<file path="src/rtl/wb_arb.sv">
`default_nettype none
// ============================================================================
// wb_arb : NCH-channel EX->WB arbiter with per-channel FIFOs feeding NWP ROB
//          write ports under round-robin; define WB_ARB_BYPASS_EN for bypass.
// Revision: 1.0
// ============================================================================
module wb_arb #(
  parameter int NCH    = 4,
  parameter int NWP    = 2,
  parameter int DEPTH  = 2,
  parameter int TAG_W  = 4,
  parameter int DATA_W = 32,
  parameter int CTRL_W = 33,
  localparam int CH_W  = $clog2(NCH)
) (
  input  logic                    clk,
  input  logic                    rst,
  input  logic [NCH-1:0]          in_valid,
  output logic [NCH-1:0]          in_ready,
  input  logic [NCH*TAG_W-1:0]    in_tag,
  input  logic [NCH*DATA_W-1:0]   in_data,
  input  logic [NCH*CTRL_W-1:0]   in_ctrl,
  input  logic                    wb_stall,
  input  logic                    flush,
  output logic [NWP-1:0]          out_valid,
  output logic [NWP*TAG_W-1:0]    out_tag,
  output logic [NWP*DATA_W-1:0]   out_data,
  output logic [NWP*CTRL_W-1:0]   out_ctrl,
  output logic [NWP*CH_W-1:0]     out_ch
);

  localparam int E_W   = TAG_W + DATA_W + CTRL_W;
  localparam int CNT_W = $clog2(DEPTH + 1);
  localparam int PTR_W = (DEPTH > 1) ? $clog2(DEPTH) : 1;

`ifdef WB_ARB_BYPASS_EN
  localparam bit BYPASS = 1'b1;
`else
  localparam bit BYPASS = 1'b0;
`endif

  logic [E_W-1:0]   in_entry   [NCH];
  logic [E_W-1:0]   head_entry [NCH];
  logic [CNT_W-1:0] count      [NCH];
  logic [PTR_W-1:0] head       [NCH];
  logic [PTR_W-1:0] tail       [NCH];
  logic [NCH-1:0]   avail;
  logic [NCH-1:0]   grant;
  logic [NCH-1:0]   enq;
  logic [NCH-1:0]   deq;

  logic [CH_W-1:0]  scan_ch    [NCH];
  logic [NWP-1:0]   port_vld;
  logic [CH_W-1:0]  port_ch    [NWP];
  logic [E_W-1:0]   sel_entry  [NWP];
  logic [CH_W-1:0]  rr_ptr;
  logic [CH_W-1:0]  rr_next;
  logic [CH_W-1:0]  last_ch;
  logic             any_grant;
  logic             arb_en;

  assign arb_en = !wb_stall && !flush;

  function automatic logic [PTR_W-1:0] ptr_inc(input logic [PTR_W-1:0] p);
    return (p == PTR_W'(DEPTH - 1)) ? '0 : p + 1'b1;
  endfunction

  // ---------------------------------------------------------------------------
  // Per-channel circular FIFOs
  // ---------------------------------------------------------------------------
  generate
    for (genvar i = 0; i < NCH; i++) begin : g_ch
      logic [E_W-1:0] mem [DEPTH];

      assign in_entry[i] = {in_tag[i*TAG_W +: TAG_W],
                            in_data[i*DATA_W +: DATA_W],
                            in_ctrl[i*CTRL_W +: CTRL_W]};

      // Registered count only: no path from dequeue or stall into ready.
      assign in_ready[i] = rst && (count[i] < CNT_W'(DEPTH));

      assign avail[i] = (count[i] != '0) ||
                        (BYPASS && in_valid[i] && in_ready[i]);

      // A granted beat on an empty FIFO went straight out and is not stored.
      assign enq[i] = in_valid[i] && in_ready[i] && !flush &&
                      !(grant[i] && (count[i] == '0));
      assign deq[i] = grant[i] && (count[i] != '0);

      assign head_entry[i] = (count[i] == '0) ? in_entry[i] : mem[head[i]];

      always_ff @(posedge clk) begin
        if (enq[i]) begin
          mem[tail[i]] <= in_entry[i];
        end
      end

      always_ff @(posedge clk or negedge rst) begin
        if (!rst) begin
          count[i] <= '0;
          head[i]  <= '0;
          tail[i]  <= '0;
        end else if (flush) begin
          count[i] <= '0;
          head[i]  <= '0;
          tail[i]  <= '0;
        end else begin
          if (enq[i]) tail[i] <= ptr_inc(tail[i]);
          if (deq[i]) head[i] <= ptr_inc(head[i]);
          count[i] <= count[i] + CNT_W'(enq[i]) - CNT_W'(deq[i]);
        end
      end
    end
  endgenerate

  // ---------------------------------------------------------------------------
  // Round-robin scan order starting at rr_ptr
  // ---------------------------------------------------------------------------
  generate
    for (genvar k = 0; k < NCH; k++) begin : g_scan
      logic [CH_W:0] sum;
      assign sum        = {1'b0, rr_ptr} + (CH_W+1)'(k);
      assign scan_ch[k] = (sum >= (CH_W+1)'(NCH)) ? CH_W'(sum - (CH_W+1)'(NCH))
                                                   : sum[CH_W-1:0];
    end
  endgenerate

  // Port p takes the p-th available channel in scan order.
  always_comb begin
    grant    = '0;
    port_vld = '0;
    for (int p = 0; p < NWP; p++) begin
      port_ch[p] = '0;
    end
    for (int p = 0; p < NWP; p++) begin
      for (int k = 0; k < NCH; k++) begin
        if (arb_en && !port_vld[p] && avail[scan_ch[k]] && !grant[scan_ch[k]]) begin
          port_vld[p]        = 1'b1;
          port_ch[p]         = scan_ch[k];
          grant[scan_ch[k]]  = 1'b1;
        end
      end
    end
  end

  always_comb begin
    last_ch = '0;
    for (int p = 0; p < NWP; p++) begin
      if (port_vld[p]) last_ch = port_ch[p];
    end
  end

  assign any_grant = port_vld[0];
  assign rr_next   = (({1'b0, last_ch} + 1'b1) == (CH_W+1)'(NCH)) ? '0 : last_ch + 1'b1;

  always_ff @(posedge clk or negedge rst) begin
    if (!rst) begin
      rr_ptr <= '0;
    end else if (flush) begin
      rr_ptr <= '0;
    end else if (any_grant) begin
      rr_ptr <= rr_next;
    end
  end

  // ---------------------------------------------------------------------------
  // Output register
  // ---------------------------------------------------------------------------
  generate
    for (genvar p = 0; p < NWP; p++) begin : g_port
      assign sel_entry[p] = port_vld[p] ? head_entry[port_ch[p]] : '0;

      always_ff @(posedge clk or negedge rst) begin
        if (!rst) begin
          out_valid[p]                  <= 1'b0;
          out_tag[p*TAG_W +: TAG_W]     <= '0;
          out_data[p*DATA_W +: DATA_W]  <= '0;
          out_ctrl[p*CTRL_W +: CTRL_W]  <= '0;
          out_ch[p*CH_W +: CH_W]        <= '0;
        end else if (flush) begin
          out_valid[p]                  <= 1'b0;
        end else if (!wb_stall) begin
          out_valid[p]                  <= port_vld[p];
          out_tag[p*TAG_W +: TAG_W]     <= sel_entry[p][E_W-1 -: TAG_W];
          out_data[p*DATA_W +: DATA_W]  <= sel_entry[p][CTRL_W +: DATA_W];
          out_ctrl[p*CTRL_W +: CTRL_W]  <= sel_entry[p][0 +: CTRL_W];
          out_ch[p*CH_W +: CH_W]        <= port_vld[p] ? port_ch[p] : '0;
        end
      end
    end
  endgenerate

endmodule
`default_nettype wire
</file>
<file path="config.mk">
export PLATFORM = sky130hd
export DESIGN_NAME = wb_arb
export DESIGN_NICKNAME = d
export VERILOG_FILES = /design/src/rtl/wb_arb.sv
export SDC_FILE = /design/constraint.sdc
export NUM_CORES = 1
export LEC_CHECK = 0
export ABC_AREA = 1
export CAP_MARGIN = 30
export CORE_MARGIN = 2
export CORE_UTILIZATION = 25
export CTS_BUF_LIST = sky130_fd_sc_hd__clkbuf_4
export CTS_CLUSTER_DIAMETER = 60
export CTS_CLUSTER_SIZE = 28
export DETAILED_ROUTE_END_ITERATION = 8
export GPL_ROUTABILITY_DRIVEN = 0
export PLACE_DENSITY = 0.51
export SYNTH_ARGS = -nofsm -noshare
export SYNTH_HDL_FRONTEND = slang
export SYNTH_SLANG_ARGS = --single-unit
</file>
<file path="constraint.sdc">
create_clock -name clk -period 8.3 [get_ports clk]
set_input_delay 1.66 -clock clk [delete_from_list [all_inputs] [get_ports clk]]
set_output_delay 1.66 -clock clk [all_outputs]
set_load 0.01 [all_outputs]
</file>
==> flow_summary.ini <==
[clock_tree]
numCtsBuffers = 86
root_buffer = clkbuf_4
tritoncts = done
clock_latency_ns = 1.06
cts_setup_buffers = 0
htree_levels = 3
clk_path_buf_depth = 3
hold_buffers = 0
post_cts_resized = 0
clock-sinks = 714
clk_pin_slew_ns = 0.17

[timing]
finalCriticalPeriod_ns = 5.776
rsz0062_at_grt = no
slew_viol_final = 0
setup-violations-final = 0
finalCritPeriodShare_pct = 69.59
fin_skew_ns = 0.06786
tns_ns = 0
slew_headroom_pct = 39.19
worst_slew_pin_slew_ns = 0.9122
hold_violations = 0
fmax_mhz = 173.1

[placed_design]
port_buffers = 431
place_hpwl_um = 87140

[floorplan]
core_mm2 = 0.1316
io_pins = 432
die_y_um = 368.4
die_w_um = 368.4
num_rows = 133
dieArea_mm2 = 0.1357
initial_core_util_pct = 25.21

[final_layout]
drive_gt1_share_pct = 7.238
postLayoutCoreUtil_pct = 31.02
area_growth_pct = 23.03
layout.nets = 4054
fillCellCount = 13563
multi_input_area_mm2 = 0.01126
seq_area_mm2 = 0.02064

[critical_path]
crit_required_ns = 9.01
crit_family = simple AND/OR/NAND/NOR gates
crit_slowest_cell = dfrtp_1
cp_cell_sequence = inv_6, ha_1, inv_1, nand2_1, nand2_4, inv_2, nand3_1, nand2_1, nor2_1, nand3_1, nand3_1, nand3_2, nand3_2, nand2_1, nor3_2, nand4_1, nand3_1, nand3_2, nand3_2, o21ai_0, nand2_1, nand2_1, nor2_4, buf_12
slowest_delay_ns = 0.89
crit_path_end_kind = flop
crit_type = flop to flop
start_kind = flop
critPathMaxFanout = 30
cp.arrival_ns = 6.49
cpMostUsedCell = nand2_1
timing.critical_path.buf_inv = 4

[power_and_ir_drop]
power_per_cell_area_mw_per_mm2 = 322.3
peakVddDrop_v = 0.0003525
power.leakage_nw = 14.68
swShare_pct = 45.86
pwr-share-comb_pct = 44.8
clock_power_share_pct = 18.5
power_switching_mw = 6.036
seqPwrFrac_pct = 36.7
p_int_mw = 7.125

[synth]
synth_top_area_share_pct = 49.95
synth_cells = 3444
yosysMostFrequentCell = nand2_1
synthArstFlopShare_pct = 22.69
synth_seq_cells = 714
avgSynthCellArea_um2 = 9.636
synth_top_area_cell = edfxtp_1
synthTopCellsByCount = nand2_1 (1004), nand3_1 (654), edfxtp_1 (552)
syn-cell-area_mm2 = 0.03319
synth_warnings = 0
syn-num-nets = 3744
synth-edff-count = 552
synth_cell_types = 39
synth_flop_cell = edfxtp_1
synth_seq_area_share_pct = 62.16
synth.area.top_cells = edfxtp_1 (50%), dfrtp_1 (12%), nand2_1 (11%)

[global_routing]
overflow = 0
track_usage_pct = 19.28
antenna_found_initial = 40
grt_pass1_vias = 25919
grt_pass1_wl_um = 190900
grt_max_degree = 140

[route]
ant_nets = 0
vias_per_cell = 4.925
drc = 0
wl_per_cell_um = 23.88
wirelength_um = 133600
vias = 27562
initialDrtViolationCount = 2524
dr.pass1.iters = 6

[worst_hold_path]
hold_path.class = flop to flop

[run_status]
status = finished, final reports clean

[job]
maxCapViolCount = 0
-- layer usage --
| metal | up-vias | wire length, um | part of all wire [%] | track usage, % |
|---|---|---|---|---|
| met3 | 251 | 11880 | 8.9 | 4.904 |
| met5 | - | 264 | 0.20 | 0 |
| met1 | 13330 | 57370 | 43 | 26.25 |
| met2 | 1210 | 58620 | 44 | 28.87 |
| li1 | 12729 | - | - | - |
| met4 | 42 | 5484 | 4.1 | 8.305 |
-- logic make-up after synthesis --
kind of cell    Yosys count  synth area share (%)
fa+ha+maj                16                0.6032
compound gates          480                 7.861
flops                   714                 62.16
buf+inv                 317                 4.136
simple gates           1909                 25.03
xor+xnor                  8                0.2111
-- path summary, 6_finish.rpt --
kind,startpoint,to,cells past startpoint,slack (ns)
min,out_ctrl[30],out_ctrl[30],2,0.51
min reg2reg,out_ctrl[30],out_ctrl[30],2,0.51
max in group asynchronous,rst,out_tag[3],3,6.03
min in group asynchronous,rst,out_data[25],1,0.56
max,rr_ptr[0],g_ch[0].mem[1][43],24,2.52
max reg2reg,rr_ptr[0],g_ch[0].mem[1][43],24,2.52
-- cell usage in the layout, fill, tap and decap left out, drive strengths merged, types with 2 or more instances in the layout --
cell           synthesis  routed
bufinv                 0       3
nor3                  43      43
nand4                 19      19
clkdlybuf4s50          0     430
or2                    2       2
diode                  0      14
o211ai                 2       2
edfxtp               552     552
nand3                672     672
o221ai                51      51
clkinvlp               0       6
a21oi                 23      23
nor2                 162     162
nand2               1010    1010
buf                   63      44
inv                   64      97
clkinv                 0      27
ha                    16      16
xnor2                  4       4
clkbuf               190      93
o21ai                401     401
dfrtp                162     162
xor2                   4       4
-- cell type report --
type	instances	share of cell area (%)
multi-input combinational	2413	27.58
clock buffer	92	1.691
sequential	714	50.56
inverter	64	0.7170
timing repair buffer	475	11.99
clock inverter	69	1.992
tap	1755	5.378
antenna	14	0.08580
-- sequential cells by signal (all words and copies together) (netlist names), 4 cells and up --
signal    cells
out_ch        4
head          4
tail          4
count         8
out_tag       8
out_ctrl     66
g_ch.mem    552
out_data     64
-- power by group through the flow --
stage	logic [mW]	clock network, mW	registers, mW
6_report	5.90	2.43	4.83
5_1_grt	6.45	2.65	4.87
4_1_cts	5.88	2.53	4.83
3_5_place_dp	5.86	0	4.91
3_3_place_gp	5.82	0	4.92
2_1_floorplan	3.26	0	4.86
-- through the flow --
step / cells / power [mW] / area, um2 / setup WS, ns / hold slack [ns]
after floorplan: 3444 / 8.125 / 33190 / 0.9968 / 0.5156
after global placement: 5418 / 10.74 / 39210 / 1.797 / 0.4687
after detailed placement: 5420 / 10.77 / 39270 / 1.751 / 0.4658
after CTS: 5581 / 13.25 / 40770 / 2.678 / 0.4020
after global routing: 5588 / 13.98 / 40810 / 2.153 / 0.4613
final: 5596 / 13.16 / 40830 / 2.524 / 0.5053
-- tightest hold or removal path: cells and delay by family (launching register included) --
family	cells	cell delay (ns)
flops	1	0.38
simple gates	2	0.10
Power figures use the tool's default switching activity.
